`src/rtl/gmii_tx_pkg.sv`:
```
// Shared constants, state encoding and helpers for the GMII transmit path
// and the companion receive checker.
package gmii_tx_pkg;

  localparam logic [7:0]  PREAMBLE_BYTE = 8'h55;
  localparam logic [7:0]  SFD_BYTE      = 8'hD5;
  localparam logic [7:0]  PREAMBLE_LEN  = 8'd8;
  localparam logic [31:0] CRC_POLY      = 32'h04C11DB7;
  localparam logic [31:0] CRC_POLY_REFL = 32'hEDB88320;
  localparam logic [31:0] CRC_INIT      = 32'hFFFFFFFF;
  localparam logic [31:0] CRC_RESIDUE   = 32'hC704DD7B;

  typedef enum logic [2:0] {
    S_IDLE,
    S_PREAMBLE,
    S_DATA,
    S_PAD,
    S_FCS,
    S_DRAIN,
    S_IFG
  } tx_state_t;

  function automatic logic [13:0] sat_add14(input logic [13:0] a, input logic [13:0] b);
    logic [14:0] w_sum;
    w_sum = {1'b0, a} + {1'b0, b};
    return w_sum[14] ? 14'h3FFF : w_sum[13:0];
  endfunction

endpackage

```
`src/rtl/crc32_d8.sv`:
```
// Combinational IEEE 802.3 CRC-32 step over one byte, LSB first (reflected form).
module crc32_d8 (
  input  logic [31:0] i_crc,
  input  logic [7:0]  i_data,
  output logic [31:0] o_crc
);
  import gmii_tx_pkg::*;

  logic [31:0] w_crc;

  always_comb begin
    w_crc = i_crc;
    for (int i = 0; i < 8; i++) begin
      w_crc = {1'b0, w_crc[31:1]} ^ ({32{w_crc[0] ^ i_data[i]}} & CRC_POLY_REFL);
    end
    o_crc = w_crc;
  end

endmodule

```
`src/rtl/gmii_tx_engine.sv`:
```
// GMII transmit engine: preamble/SFD, padding, FCS append, underrun/oversize
// abort and inter-frame gap. All GMII and status outputs come straight from flops.
module gmii_tx_engine #(
  parameter int MIN_FRAME = 60,
  parameter int MAX_FRAME = 1514,
  parameter int MAX_JUMBO = 9014,
  parameter int MIN_IFG   = 12
) (
  input  logic        clk,
  input  logic        reset,
  input  logic [7:0]  tx_data,
  input  logic        tx_dvld,
  output logic        tx_ack,
  input  logic        tx_underrun,
  input  logic        tx_enable,
  input  logic        disable_crc_gen,
  input  logic        enable_jumbo,
  input  logic [7:0]  ifg_delay,
  output logic [7:0]  gmii_tx_d,
  output logic        gmii_tx_en,
  output logic        gmii_tx_er,
  output logic        tx_frame_sent,
  output logic        tx_frame_err,
  output logic [13:0] tx_byte_cnt
);
  import gmii_tx_pkg::*;

  tx_state_t   r_state, w_state_n;
  logic [7:0]  r_cnt, w_cnt_n;
  logic [13:0] r_byte_cnt, w_byte_cnt_n;
  logic [31:0] r_crc, w_crc_n, w_crc_fold;
  logic        r_use_crc, w_use_crc_n;
  logic        r_jumbo, w_jumbo_n;

  logic [7:0]  r_tx_d, w_tx_d_n;
  logic        r_tx_en, w_tx_en_n, r_tx_er, w_tx_er_n;
  logic        r_ack, w_ack_n, r_sent, w_sent_n, r_err, w_err_n;
  logic [13:0] r_out_cnt, w_out_cnt_n;

  logic        w_accept;
  logic [7:0]  w_fold_byte, w_gap;
  logic [13:0] w_limit;

  // Byte0 is taken on the edge that ends the SFD cycle, then once per DATA cycle.
  assign w_accept    = (r_state == S_DATA) || (r_state == S_PREAMBLE && r_cnt == PREAMBLE_LEN);
  assign w_fold_byte = (tx_dvld && (r_state == S_PREAMBLE || r_state == S_DATA)) ? tx_data : 8'h00;
  assign w_gap       = (ifg_delay < 8'(MIN_IFG)) ? 8'(MIN_IFG) : ifg_delay;
  assign w_limit     = r_jumbo ? 14'(MAX_JUMBO) : 14'(MAX_FRAME);

  crc32_d8 u_crc (
    .i_crc  (r_crc),
    .i_data (w_fold_byte),
    .o_crc  (w_crc_fold)
  );

  always_ff @(posedge clk or posedge reset) begin
    if (reset) begin
      r_state    <= S_IDLE;
      r_cnt      <= '0;
      r_byte_cnt <= '0;
      r_crc      <= CRC_INIT;
      r_use_crc  <= 1'b0;
      r_jumbo    <= 1'b0;
      r_tx_d     <= '0;
      r_tx_en    <= 1'b0;
      r_tx_er    <= 1'b0;
      r_ack      <= 1'b0;
      r_sent     <= 1'b0;
      r_err      <= 1'b0;
      r_out_cnt  <= '0;
    end else begin
      // NOTE: non-blocking so every flop samples the pre-edge values of its peers.
      r_state    <= w_state_n;
      r_cnt      <= w_cnt_n;
      r_byte_cnt <= w_byte_cnt_n;
      r_crc      <= w_crc_n;
      r_use_crc  <= w_use_crc_n;
      r_jumbo    <= w_jumbo_n;
      r_tx_d     <= w_tx_d_n;
      r_tx_en    <= w_tx_en_n;
      r_tx_er    <= w_tx_er_n;
      r_ack      <= w_ack_n;
      r_sent     <= w_sent_n;
      r_err      <= w_err_n;
      r_out_cnt  <= w_out_cnt_n;
    end
  end

  always_comb begin
    // NOTE: hold-value defaults first, so no path through the case can infer a latch.
    w_state_n    = r_state;
    w_cnt_n      = r_cnt;
    w_byte_cnt_n = r_byte_cnt;
    w_crc_n      = r_crc;
    w_use_crc_n  = r_use_crc;
    w_jumbo_n    = r_jumbo;
    case (r_state)
      S_IDLE, S_IFG: begin
        if (r_state == S_IFG && r_cnt < w_gap) begin
          w_cnt_n = r_cnt + 8'd1;
        end else if (tx_dvld && tx_enable) begin
          w_state_n    = S_PREAMBLE;
          w_cnt_n      = 8'd1;
          w_byte_cnt_n = '0;
          w_crc_n      = CRC_INIT;
          w_use_crc_n  = !disable_crc_gen;
          w_jumbo_n    = enable_jumbo;
        end else begin
          w_state_n = S_IDLE;
        end
      end
      S_PREAMBLE, S_DATA: begin
        if (tx_underrun) begin
          w_state_n = S_DRAIN;
        end else if (!w_accept) begin
          w_cnt_n = r_cnt + 8'd1;
        end else if (tx_dvld) begin
          w_byte_cnt_n = r_byte_cnt + 14'd1;
          if (r_byte_cnt >= w_limit) begin
            w_state_n = S_DRAIN;
          end else begin
            w_state_n = S_DATA;
            w_crc_n   = w_crc_fold;
          end
        end else if (r_use_crc && r_byte_cnt < 14'(MIN_FRAME)) begin
          w_state_n    = S_PAD;
          w_byte_cnt_n = r_byte_cnt + 14'd1;
          w_crc_n      = w_crc_fold;
        end else if (r_use_crc) begin
          w_state_n = S_FCS;
          w_cnt_n   = '0;
        end else begin
          w_state_n = S_IFG;
          w_cnt_n   = 8'd1;
        end
      end
      S_PAD: begin
        if (r_byte_cnt < 14'(MIN_FRAME)) begin
          w_byte_cnt_n = r_byte_cnt + 14'd1;
          w_crc_n      = w_crc_fold;
        end else begin
          w_state_n = S_FCS;
          w_cnt_n   = '0;
        end
      end
      S_FCS: begin
        if (r_cnt == 8'd3) begin
          w_state_n = S_IFG;
          w_cnt_n   = 8'd1;
        end else begin
          w_cnt_n = r_cnt + 8'd1;
        end
      end
      S_DRAIN: begin
        if (!tx_dvld) begin
          w_state_n = S_IFG;
          w_cnt_n   = 8'd1;
        end
      end
      default: w_state_n = S_IDLE;
    endcase
  end

  // Outputs are decoded from the transition, so the flops show this cycle's decision next cycle.
  always_comb begin
    w_tx_d_n    = 8'h00;
    w_tx_en_n   = 1'b0;
    w_tx_er_n   = 1'b0;
    w_ack_n     = 1'b0;
    w_sent_n    = 1'b0;
    w_err_n     = 1'b0;
    w_out_cnt_n = r_out_cnt;
    case (w_state_n)
      S_PREAMBLE: begin
        w_tx_en_n = 1'b1;
        w_ack_n   = (w_cnt_n == PREAMBLE_LEN);
        w_tx_d_n  = w_ack_n ? SFD_BYTE : PREAMBLE_BYTE;
      end
      S_DATA: begin
        w_tx_en_n = 1'b1;
        w_tx_d_n  = tx_data;
      end
      S_PAD: w_tx_en_n = 1'b1;
      S_FCS: begin
        w_tx_en_n = 1'b1;
        w_tx_d_n  = ~r_crc[{w_cnt_n[1:0], 3'b000} +: 8];
        w_sent_n  = (w_cnt_n == 8'd3);
      end
      S_DRAIN: begin
        if (r_state != S_DRAIN) begin
          w_tx_en_n = 1'b1;
          w_tx_er_n = 1'b1;
          w_err_n   = 1'b1;
        end
      end
      S_IFG: w_sent_n = (r_state == S_DATA || r_state == S_PREAMBLE);
      default: ;
    endcase
    if (w_sent_n) w_out_cnt_n = sat_add14(r_byte_cnt, r_use_crc ? 14'd4 : 14'd0);
    if (w_err_n)  w_out_cnt_n = w_byte_cnt_n;
  end

  assign gmii_tx_d     = r_tx_d;
  assign gmii_tx_en    = r_tx_en;
  assign gmii_tx_er    = r_tx_er;
  assign tx_ack        = r_ack;
  assign tx_frame_sent = r_sent;
  assign tx_frame_err  = r_err;
  assign tx_byte_cnt   = r_out_cnt;

endmodule

```
`config.mk`:
```
export PLATFORM = sky130hd
export DESIGN_NAME = gmii_tx_engine
export DESIGN_NICKNAME = d
export VERILOG_FILES = /design/src/rtl/gmii_tx_pkg.sv /design/src/rtl/crc32_d8.sv /design/src/rtl/gmii_tx_engine.sv
export SDC_FILE = /design/constraint.sdc
export NUM_CORES = 1
export LEC_CHECK = 0
export BUFFER_PORTS_ARGS = -buffer_cell sky130_fd_sc_hd__buf_2
export CAP_MARGIN = 10
export CORE_MARGIN = 2
export CORE_UTILIZATION = 65
export CTS_BUF_LIST = sky130_fd_sc_hd__clkbuf_16
export DETAILED_ROUTE_END_ITERATION = 10
export PLACE_DENSITY = 0.87
export SLEW_MARGIN = 15
export SYNTH_ARGS = -nofsm -noshare
export SYNTH_HDL_FRONTEND = slang
export SYNTH_SLANG_ARGS = --single-unit
```
`constraint.sdc`:
```
create_clock -name clk -period 9.72 [get_ports clk]
set_input_delay 0.972 -clock clk [delete_from_list [all_inputs] [get_ports clk]]
set_output_delay 0.972 -clock clk [all_outputs]
set_load 0.1 [all_outputs]
```
==> results of run 1 <==
## final timing paths
kind,to,slack [ns],depth (start not counted)
max in group asynchronous,r_byte_cnt[3]$_DFF_PP0_,8.14,3
min in group asynchronous,gmii_tx_d[3]$_DFF_PP0_,0.95,3
worst max-delay path,tx_byte_cnt[1]$_DFFE_PP0P_,4.69,12
worst min-delay path,tx_byte_cnt[1]$_DFFE_PP0P_,0.51,1
worst max register to register,tx_byte_cnt[1]$_DFFE_PP0P_,5.32,11
worst min register to register,tx_byte_cnt[1]$_DFFE_PP0P_,0.51,1
## critical path, cell delays in order
cell and delay [ns]:
buf_2 0.11, nor4_1 0.62, nor2_1 0.12, ha_1 0.22, or4b_1 0.50, a221o_1 0.32, a211oi_1 0.28, a211oi_2 0.11
o32ai_4 0.81, nor4_4 0.13, a211oi_2 0.81, a221o_1 0.28
## stage by stage
stage	hold slack, ns	power, mW	instance area, µm²	cells	utilization
finish	0.511	2.54	6690	831	0.727
global route	0.522	2.69	6690	831	0.727
CTS	0.515	2.52	6690	831	0.727
detailed placement	0.495	2.15	6380	815	0.694
global placement	0.492	2.11	6380	815	0.694
floorplan	0.493	1.86	6150	688	-
## registers in the layout (all words and copies together), names as in the netlist
name / cells
r_crc: 32
r_byte_cnt: 14
tx_byte_cnt: 14
gmii_tx_d: 8
r_cnt: 8
r_state: 3
gmii_tx_en: 1
r_jumbo: 1
r_use_crc: 1
tx_ack: 1
tx_frame_err: 1
tx_frame_sent: 1
## area by class of cell
class / instances / area [µm²] / share of cell area
clock buffer: 9 / 225 / 0.0337
inverter: 29 / 110 / 0.0165
sequential: 85 / 2170 / 0.324
multi-input combinational: 539 / 3710 / 0.555
clock inverter: 7 / 75.1 / 0.0112
timing repair buffer: 51 / 260 / 0.0389
tap: 111 / 139 / 0.0208
## placed cells by master, fill, tap and decap left out, types with 4 or more instances in the layout
cell type   n
xnor2_1    41
nor3_1     12
nand2_1    55
a31oi_1     8
and3_1     12
clkbuf_16   9
nor2_1     66
nor2b_1     5
a22o_1      4
nand2b_1    5
o21a_1      5
nand4_1     4
buf_2      49
ha_1       21
o2111ai_1   4
o21ai_0    29
dfstp_2    32
dfrtp_1    53
or3_1       6
a221o_1    13
a221oi_1    4
and2_0      6
nor4_1      4
and2_1     10
nand3_1    21
a21oi_1    57
xor2_1     37
mux2_2      9
inv_1      27
mux2i_1     9
a22oi_1    10
a21o_1      7
## power groups by stage
stage	Sequential, mW	Combinational, mW	Clock [mW]
4_1_cts	0.595	1.57	0.353
2_1_floorplan	0.692	1.16	0
3_3_place_gp	0.595	1.51	0
5_1_grt	0.611	1.71	0.371
6_report	0.599	1.59	0.352
3_5_place_dp	0.600	1.55	0
## per-layer routing
metal  part of all wire  vias up
met5                  0        -
met2               0.49      298
met1               0.39     2648
met3              0.077       64
li1                   -     2544
met4              0.041        0
## logic make-up after synthesis
| kind of cell | count (synthesis) | synth area share |
|---|---|---|
| flops | 85 | 0.352 |
| buf+inv | 64 | 0.0462 |
| compound gates | 188 | 0.217 |
| mux | 18 | 0.0311 |
| simple gates | 232 | 0.195 |
| fa+ha+maj | 22 | 0.0444 |
| xor+xnor | 79 | 0.114 |
==> summary.txt, run 1 <==
Status
  • Run status: finished, final reports clean

GRT
  • Met2 GRT Util: 0.558
  • Grt met3 use: 0.0690
  • Initial antenna violation count: 0
  • Via count of the first global-routing pass: roughly 5500
  • M1 GR Usage: 0.419
  • GR Overflow Total: 0
  • Top Usage Layer GRT: met2
  • Total GRT Usage: 0.335
  • Largest net degree at the start of global routing: 86
  • First-pass GRT wire length: approximately 27 mm

Yosys
  • Syn Area/Cell: a little under 9 µm²
  • Synth Register Bits: 85
  • Cell count after synthesis: a little under 700
  • Post-Syn Area: just over 6000 µm²
  • Post-synth EDFFs: 0
  • Asr flop ratio synth: 1.00
  • Sequential area share after synthesis: 0.352
  • Top-count cell post-synth: nor2_1
  • YS warnings: 0
  • Yosys cell types: 80
  • Synth Flop Type: dfrtp_1
  • Largest area contributor in the netlist: dfrtp_1
  • Post-Syn Nets: about 730
  • Ranking of synthesized cells by area: dfrtp_1 22%, dfstp_2 14%, xnor2_1 5.8%, xor2_1 5.3%, a21oi_1 4.6%
  • Area share of the largest cell type after synthesis: 0.216
  • Synth cell count leaders: 67 x nor2_1, 57 x a21oi_1, 55 x nand2_1, 53 x dfrtp_1, 41 x xnor2_1

Timing
  • Sum Neg Setup Slack: 0 ns
  • Setup ws final: about 4.7 ns
  • Max Clock Skew: 0.00718 ns
  • Pins over their slew limit: 0
  • FMAX: about 200 MHz
  • Unrepaired setup endpoints after global routing: false
  • Period minus WS final: roughly 5 ns
  • Final setup viols: 0
  • Hold Fails Final Rpt: 0
  • Slew HR: 0.235
  • Least-Margin Pin Slew: ~1.1 ns
  • Fin crit share: 0.518

Power
  • Static leakage: 2.95 nW
  • Peak VDD IR: 0.335 mV
  • Int Pwr: 1.23 mW
  • Comb power frac: 0.625
  • Sequential share of power: 0.236
  • Sw frac: 0.515
  • Switch Pwr: around 1.3 mW
  • Power Dens Cells: around 380 nW/µm²
  • Clock power frac: 0.139

Clocking
  • PostCTS Resize Cnt: 0
  • # hold bufs at CTS: 0
  • Clock Sinks: 85
  • Inserted Clock Buffers: 9
  • Post-CTS setup buffer count: 0
  • Register clock-pin slew on the reported worst setup and hold paths: around 0.07 ns
  • H-tree depth: 3
  • Clk buf depth: 2
  • Clock latency at the later pin of the worst-skew pair: between 0.3 and 0.4 ns
  • CTS tree: done
  • CTS root buffer: clkbuf_16

Layout
  • P&R area growth vs syn: 8.71%
  • Fin nets: about 760
  • Share of cells above drive strength 1: 0.182
  • # fillers: 696
  • Inserted Diodes: 0

Detailed routing
  • Post-route ant nets: 0
  • DRT Wirelength: between 15 and 20 mm
  • Initial DRC Count: roughly 350
  • DRT Pass-1 Iters: 5
  • # DRC: 0
  • Total number of vias: between 5000 and 6000
  • Drt wl/cell: ~20 µm
  • Routed vias/inst: roughly 6.7

Floorplanning
  • IO Count: 50
  • Total core area: ~9200 µm²
  • Die area: about 10000 µm²
  • Die height: around 100 µm
  • Initial Util: 0.669
  • FP Rows: 35
  • Chip width: 101 µm

Worst setup path
  • CP Max Fanout: 16
  • Crit path required time: roughly 10 ns
  • Arrival time at the worst endpoint: approximately 5.3 ns
  • WS Path Type: in -> reg
  • CP Capture Type: flip-flop
  • Worst R2R Start: r_jumbo$_DFFE_PP0P_
  • Critical path origin: ifg_delay[6]
  • Nature of the critical path startpoint: input port

Place
  • Gpl congestion: roughly 0.92
  • Setup WS pre-CTS: between 4 and 5 ns
  • DPL Wire Length: 11.6 mm
  • I/O Buffers: 49

Hold path
  • Hold path startpoint: tx_byte_cnt[1]$_DFFE_PP0P_
  • Hold Path Class: reg -> reg

Job
  • Max Cap Viol: 0
Note: power is estimated with default switching activity, not from simulation.
==> inputs of run 2 (changes only) <==
--- a/config.mk
+++ b/config.mk
@@ -8,10 +8,10 @@
 export BUFFER_PORTS_ARGS = -buffer_cell sky130_fd_sc_hd__buf_2
 export CAP_MARGIN = 10
 export CORE_MARGIN = 2
-export CORE_UTILIZATION = 65
+export CORE_UTILIZATION = 61
 export CTS_BUF_LIST = sky130_fd_sc_hd__clkbuf_16
 export DETAILED_ROUTE_END_ITERATION = 10
-export PLACE_DENSITY = 0.87
+export PLACE_DENSITY = 0.82
 export SLEW_MARGIN = 15
 export SYNTH_ARGS = -nofsm -noshare
 export SYNTH_HDL_FRONTEND = slang
==> constraint.sdc (replaced) <==
create_clock -name clk -period 4.8 [get_ports clk]
set_input_delay 0.48 -clock clk [delete_from_list [all_inputs] [get_ports clk]]
set_output_delay 0.48 -clock clk [all_outputs]
set_load 0.1 [all_outputs]
==> run 2 against run 1 <==
Compared with the run above: via count grew 1.2%; clock skew grew 0.0021 ns; global-route usage shrank 1.5 points; highest routed layer unchanged; critical endpoint is now tx_byte_cnt[6]$_DFFE_PP0P_; utilization shrank 3.3 points; count of clock-buffer cells in the layout is the same; combinational power grew 110%; non-clock buffer count grew 11.
==> summary.txt, run 2 (synthesized netlist as in run 1, its figures left out) <==
Timing
  • Pins over their slew limit: 0 (unchanged)
  • Hold Fails Final Rpt: 0 (unchanged)
  • Slew HR: 0.308 (+0.0725)
  • FMAX: around 230 MHz
  • Max Clock Skew: 0.00925 ns (+0.00207 ns)
  • Unrepaired setup endpoints after global routing: false
  • Least-Margin Pin Slew: 1.04 ns (-0.111 ns)
  • Sum Neg Setup Slack: 0 ns (unchanged)
  • Final setup viols: 0 (unchanged)
  • Period minus WS final: ~4.4 ns
  • Fin crit share: 0.916

Layout
  • Fin nets: 770 (+1.4%)
  • P&R area growth vs syn: 10.4%
  • Max reg flops: 32 (unchanged)
  • Final Util: 0.694 (-0.0326)
  • Most frequent cells in the layout: 66 x nor2_1, 57 x a21oi_1, 55 x nand2_1
  • Inserted Diodes: 0 (unchanged)
  • Largest Register: r_crc
  • Share of cells above drive strength 1: 0.194 (+0.0123)
  • Commonest non-fill, non-tap cell in the layout: nor2_1

Power
  • Peak VDD IR: 0.589 mV (+76%)
  • Power Dens Cells: 769 nW/µm² (+100%)
  • Static leakage: 3.00 nW (+1.7%)

Floorplanning
  • IO Count: 50 (unchanged)
  • Initial Util: 0.629 (-0.0395)
  • Die height: 104 µm (+3.1%)
  • Total core area: 9770 µm² (+6.3%)
  • Die area: 10900 µm² (+6.3%)
  • Chip width: 104 µm (+3.1%)
  • FP Rows: 36 (+2.9%)

Worst setup path
  • Critical path's slowest cell: a211oi_2
  • CP Max Fanout: 13 (-3)
  • Worst path bufs/invs: 1 (unchanged)
  • Worst path cell trace: inv_1, ha_1, nand4_1, or4_1, o32a_1, o21a_1, o311ai_2, nand2b_1, nor4_4, a211oi_2, a221o_1
  • CP delay by family, top: compound AO/OA/AOI/OAI gates
  • Nature of the critical path startpoint: flip-flop
  • WS Path Type: reg -> reg
  • CP Capture Type: flip-flop
  • Largest stage delay on the critical path: 0.87 ns (+0.06 ns)
  • Arrival time at the worst endpoint: 4.68 ns (-0.64 ns)
  • Crit path required time: 5.08 ns (-4.92 ns)

Clocking
  • Register clock-pin slew on the reported worst setup and hold paths: 0.07 ns (about the same)
  • CTS tree: done
  • # hold bufs at CTS: 0 (unchanged)
  • Clock latency at the later pin of the worst-skew pair: 0.35 ns (about the same)
  • Clock Sinks: 85 (unchanged)
  • PostCTS Resize Cnt: 0 (unchanged)
  • Clk buf depth: 2 (unchanged)
  • H-tree depth: 3 (unchanged)
  • CTS root buffer: clkbuf_16
  • Post-CTS setup buffer count: 0 (unchanged)
  • Inserted Clock Buffers: 9 (unchanged)

Status
  • Run status: finished, final reports clean

Detailed routing
  • Drt wl/cell: 19.7 µm (-0.57%)
  • Total number of vias: 5623 (+1.2%)
  • Post-route ant nets: 0 (unchanged)
  • DRT Pass-1 Iters: 5 (unchanged)
  • # DRC: 0 (unchanged)
  • Initial DRC Count: 394 (+14%)
  • DRT Wirelength: 17.0 mm (+3.4%)
  • Routed vias/inst: 6.51 (-2.6%)

Hold path
  • Hold Path Class: in -> async

GRT
  • Largest net degree at the start of global routing: 55 (-36%)
  • Initial antenna violation count: 0 (unchanged)
  • Total GRT Usage: 0.320 (-0.0152)
  • GR Overflow Total: 0 (unchanged)
  • Via count of the first global-routing pass: 5559 (+1.7%)
  • First-pass GRT wire length: 27.9 mm (+4.3%)

Place
  • I/O Buffers: 49 (unchanged)
  • Gpl congestion: 0.961 (+4.0%)
  • DPL Wire Length: 12.4 mm (+6.9%)

Job
  • Max Cap Viol: 0 (unchanged)
## run 2: changes by cell type in the layout (fill, tap and decap cells not counted), sizes merged
cell	previous run	this run
clkinvlp	1	2
clkinv	3	2
buf	51	62
## run 2: worst register-to-register path, cell delays in order (launching register included)
cell      delay [ns]
dfrtp_1         0.47
inv_1           0.16
ha_1            0.32
nand4_1         0.10
or4_1           0.45
o32a_1          0.37
o21a_1          0.21
o311ai_2        0.76
nand2b_1        0.26
nor4_4          0.07
a211oi_2        0.87
a221o_1         0.30
## run 2: final timing paths
check / start / end / slack (ns) / cells after the start
max: r_jumbo$_DFFE_PP0P_ / tx_byte_cnt[6]$_DFFE_PP0P_ / 0.40 / 11
min: reset / r_byte_cnt[11]$_DFF_PP0_ / 0.17 / 2
max reg2reg: r_jumbo$_DFFE_PP0P_ / tx_byte_cnt[6]$_DFFE_PP0P_ / 0.40 / 11
min reg2reg: tx_byte_cnt[4]$_DFFE_PP0P_ / tx_byte_cnt[4]$_DFFE_PP0P_ / 0.51 / 1
max in group asynchronous: reset / r_cnt[6]$_DFF_PP0_ / 3.55 / 3
min in group clk: disable_crc_gen / r_use_crc$_DFFE_PP0P_ / 0.33 / 2
## run 2: routing by layer
metal  track usage  wire length (µm)  up-vias
li1              -                 -     2569
met3        0.0545              1180       52
met1         0.403              6770     2740
met5             0                 0        -
met4         0.141               589        0
met2         0.539              8440      262
## run 2: area by class of cell
class,count,area [µm²]
multi-input combinational,539,3710
clock inverter,7,66.3
timing repair buffer,62,343
inverter,29,110
clock buffer,9,225
sequential,85,2170
tap,133,166
fill,752,2990
## run 2: report_power, final
| group | total [mW] | switching (mW) | internal, mW |
|---|---|---|---|
| Clock | 0.693 | 0.330 | 0.363 |
| Sequential | 1.20 | 0.226 | 0.974 |
| Combinational | 3.32 | 2.11 | 1.21 |
## run 2: per-stage QoR
step	total power [mW]	setup slack [ns]	instance area [µm²]	hold slack [ns]	instances
finish	5.22	0.401	6790	0.172	864
global route	5.54	0.181	6790	0.207	864
CTS	5.17	0.434	6790	0.193	864
detailed placement	4.46	0.161	6490	0.498	848
global placement	4.39	0.276	6490	0.496	848
floorplan	3.76	0.965	6150	0.493	688
==> inputs of run 3 (changes only) <==
--- a/config.mk
+++ b/config.mk
@@ -7,10 +7,12 @@
 export LEC_CHECK = 0
 export BUFFER_PORTS_ARGS = -buffer_cell sky130_fd_sc_hd__buf_2
 export CAP_MARGIN = 10
+export CORE_ASPECT_RATIO = 0.5
 export CORE_MARGIN = 2
 export CORE_UTILIZATION = 61
 export CTS_BUF_LIST = sky130_fd_sc_hd__clkbuf_16
 export DETAILED_ROUTE_END_ITERATION = 10
+export GPL_TIMING_DRIVEN = 0
 export PLACE_DENSITY = 0.82
 export SLEW_MARGIN = 15
 export SYNTH_ARGS = -nofsm -noshare
==> run 3 against run 2 <==
Compared with the run above: register-to-register slack better by 0.47 ns; critical path depth up 4; largest cell class unchanged; maximum frequency is 6.2% higher; die area rose by 0.45%; critical path type is now in -> reg; highest routed layer unchanged; sequential share of layout area fell by 0.38 points; critical endpoint is now tx_byte_cnt[4]$_DFFE_PP0P_; total power shrank 0.11%.
==> summary.txt, run 3 (synthesized netlist as in run 1, its figures left out) <==
Place
  • I/O Buffers: 48 (-2.0%)
  • Inst Count DP: 872 (+2.8%)
  • DPL Wire Length: 12.0 mm (-3.4%)
  • Gpl congestion: 1.00 (+4.4%)

Timing
  • Final setup viols: 0 (unchanged)
  • Period minus WS final: 4.14 ns (-0.258 ns)
  • Unrepaired setup endpoints after global routing: false
  • Pins over their slew limit: 0 (unchanged)
  • Fin crit share: 0.863 (-0.0537)
  • Max Clock Skew: 0.00863 ns (-0.000621 ns)
  • FMAX: 241 MHz (+6.2%)
  • Least-Margin Pin Slew: 0.936 ns (-0.100 ns)
  • Slew HR: 0.372 (+0.0637)
  • Sum Neg Setup Slack: 0 ns (unchanged)
  • Hold Fails Final Rpt: 0 (unchanged)

Clocking
  • Post-CTS setup buffer count: 0 (unchanged)
  • Register clock-pin slew on the reported worst setup and hold paths: 0.06 ns (about the same)
  • Clock latency at the later pin of the worst-skew pair: 0.35 ns (about the same)
  • # hold bufs at CTS: 0 (unchanged)
  • CTS tree: done
  • PostCTS Resize Cnt: 0 (unchanged)
  • CTS root buffer: clkbuf_16
  • Inserted Clock Buffers: 9 (unchanged)
  • Clk buf depth: 2 (unchanged)
  • H-tree depth: 3 (unchanged)
  • Clock Sinks: 85 (unchanged)

Worst setup path
  • Count of cells along the worst register-to-register path: 10 (-1)
  • CP Capture Type: flip-flop
  • Nature of the critical path startpoint: input port
  • R2r endpoint: r_crc[7]$_DFFE_PP1P_
  • Worst R2R Start: r_byte_cnt[6]$_DFF_PP0_
  • R2R Setup Slk: 0.87 ns (+0.47 ns)
  • Arrival time at the worst endpoint: 4.37 ns (-0.31 ns)
  • WS Path Type: in -> reg
  • Crit path required time: 5.03 ns (-0.05 ns)
  • CP Max Fanout: 10 (-3)

Floorplanning
  • Total core area: 9630 µm² (-1.4%)
  • Chip width: 146 µm (+40%)
  • Die area: 10900 µm² (+0.45%)
  • Initial Util: 0.638 (+0.00915)
  • IO Count: 50 (unchanged)
  • FP Rows: 25 (-31%)
  • Die height: 75 µm (-28%)

GRT
  • First-pass GRT wire length: 26.8 mm (-4.2%)
  • Total GRT Usage: 0.313 (-0.00655)
  • Via count of the first global-routing pass: 5368 (-3.4%)
  • Initial antenna violation count: 0 (unchanged)
  • GR Overflow Total: 0 (unchanged)
  • Largest net degree at the start of global routing: 54 (-1.8%)

Detailed routing
  • Total number of vias: 5587 (-0.64%)
  • Post-route ant nets: 0 (unchanged)
  • DRT Pass-1 Iters: 5 (unchanged)
  • DRT Wirelength: 16.4 mm (-3.4%)
  • # DRC: 0 (unchanged)
  • Initial DRC Count: 556 (+41%)
  • Routed vias/inst: 6.29 (-3.3%)
  • Drt wl/cell: 18.5 µm (-6.0%)

Layout
  • Fin nets: 792 (+2.9%)
  • Share of cells above drive strength 1: 0.190 (-0.00435)
  • Max reg flops: 32 (unchanged)
  • Most frequent cells in the layout: 67 x nor2_1, 58 x buf_2, 57 x a21oi_1
  • Inserted Diodes: 0 (unchanged)
  • Commonest non-fill, non-tap cell in the layout: nor2_1
  • Largest Register: r_crc
  • Post-Layout Cell Count: 888 (+2.8%)
  • P&R area growth vs syn: 11.7%

Power
  • Peak VDD IR: 0.461 mV (-22%)
  • Int Pwr: 2.55 mW (+0.26%)
  • Switch Pwr: 2.66 mW (-0.47%)
  • Comb power frac: 0.652 (+0.015)
  • Static leakage: 3.04 nW (+1.5%)
  • Clock power frac: 0.128 (-0.005)
  • Sw frac: 0.510 (-0.00183)
  • Sequential share of power: 0.219 (-0.011)
  • Power Dens Cells: 759 nW/µm² (-1.3%)

Status
  • Run status: finished, final reports clean

Job
  • Max Cap Viol: 0 (unchanged)

Hold path
  • Hold Path Class: in -> async
run 3: cell count changes in the layout (fill, tap and decap cells not counted), moves of 2 or more:
cell | previous run | this run
buf_6 | 0 | 3
clkbuf_1 | 0 | 18
buf_2 | 49 | 58
buf_4 | 13 | 2
clkinvlp_4 | 2 | 0
run 3: worst max-delay path by stage:
| stage | from | end | slack [ns] | depth (start not counted) |
|---|---|---|---|---|
| finish | ifg_delay[6] | tx_byte_cnt[4]$_DFFE_PP0P_ | 0.66 | 15 |
| global route | ifg_delay[6] | tx_byte_cnt[4]$_DFFE_PP0P_ | 0.33 | 14 |
| CTS | ifg_delay[6] | tx_byte_cnt[4]$_DFFE_PP0P_ | 0.73 | 15 |
| global placement | ifg_delay[6] | gmii_tx_d[7]$_DFF_PP0_ | 0.44 | 14 |
| floorplan | ifg_delay[6] | tx_byte_cnt[1]$_DFFE_PP0P_ | 0.97 | 14 |
| detailed placement | ifg_delay[6] | tx_byte_cnt[4]$_DFFE_PP0P_ | 0.37 | 15 |
run 3: layout make-up:
type | count | area, µm²
Clock inverter | 7 | 53.8
Sequential cell | 85 | 2170
Buffer | 35 | 175
Tap cell | 135 | 169
Clock buffer | 9 | 225
Multi-Input combinational cell | 539 | 3700
Timing Repair Buffer | 49 | 268
Inverter | 29 | 111
Fill cell | 777 | 2770
run 3: power by group through the flow:
stage | Clock (mW) | Sequential, mW | Combinational (mW)
finish | 0.669 | 1.14 | 3.40
CTS | 0.678 | 1.14 | 3.35
floorplan | 0 | 1.40 | 2.36
detailed placement | 0 | 1.15 | 3.32
global route | 0.710 | 1.16 | 3.67
global placement | 0 | 1.14 | 3.25
run 3: metal layers:
| metal | routed length [µm] | GRT usage | part of all wire |
|---|---|---|---|
| met2 | 7670 | 0.541 | 0.47 |
| met5 | 0 | 0 | 0 |
| met1 | 7100 | 0.397 | 0.43 |
| met3 | 1160 | 0.0612 | 0.071 |
| met4 | 471 | 0.136 | 0.029 |
run 3: stage by stage:
step	area [µm²]	hold slack (ns)	total power, mW	utilization	worst slack (ns)
finish	6870	0.140	5.21	0.713	0.659
global route	6870	0.172	5.54	0.713	0.331
CTS	6870	0.157	5.16	0.713	0.727
detailed placement	6590	0.497	4.47	0.684	0.370
global placement	6560	0.489	4.39	0.681	0.444
floorplan	6150	0.493	3.76	-	0.965
run 3: worst max-delay path, cell delays in order:
cell	delay (ns)
buf_2	0.10
nor4_1	0.52
nor2_1	0.10
ha_1	0.21
or4b_1	0.50
a221o_1	0.32
a21o_1	0.17
buf_2	0.19
nand2_1	0.22
inv_1	0.09
o311ai_1	0.53
nor4_4	0.12
a21o_1	0.28
buf_4	0.20
a221o_1	0.32
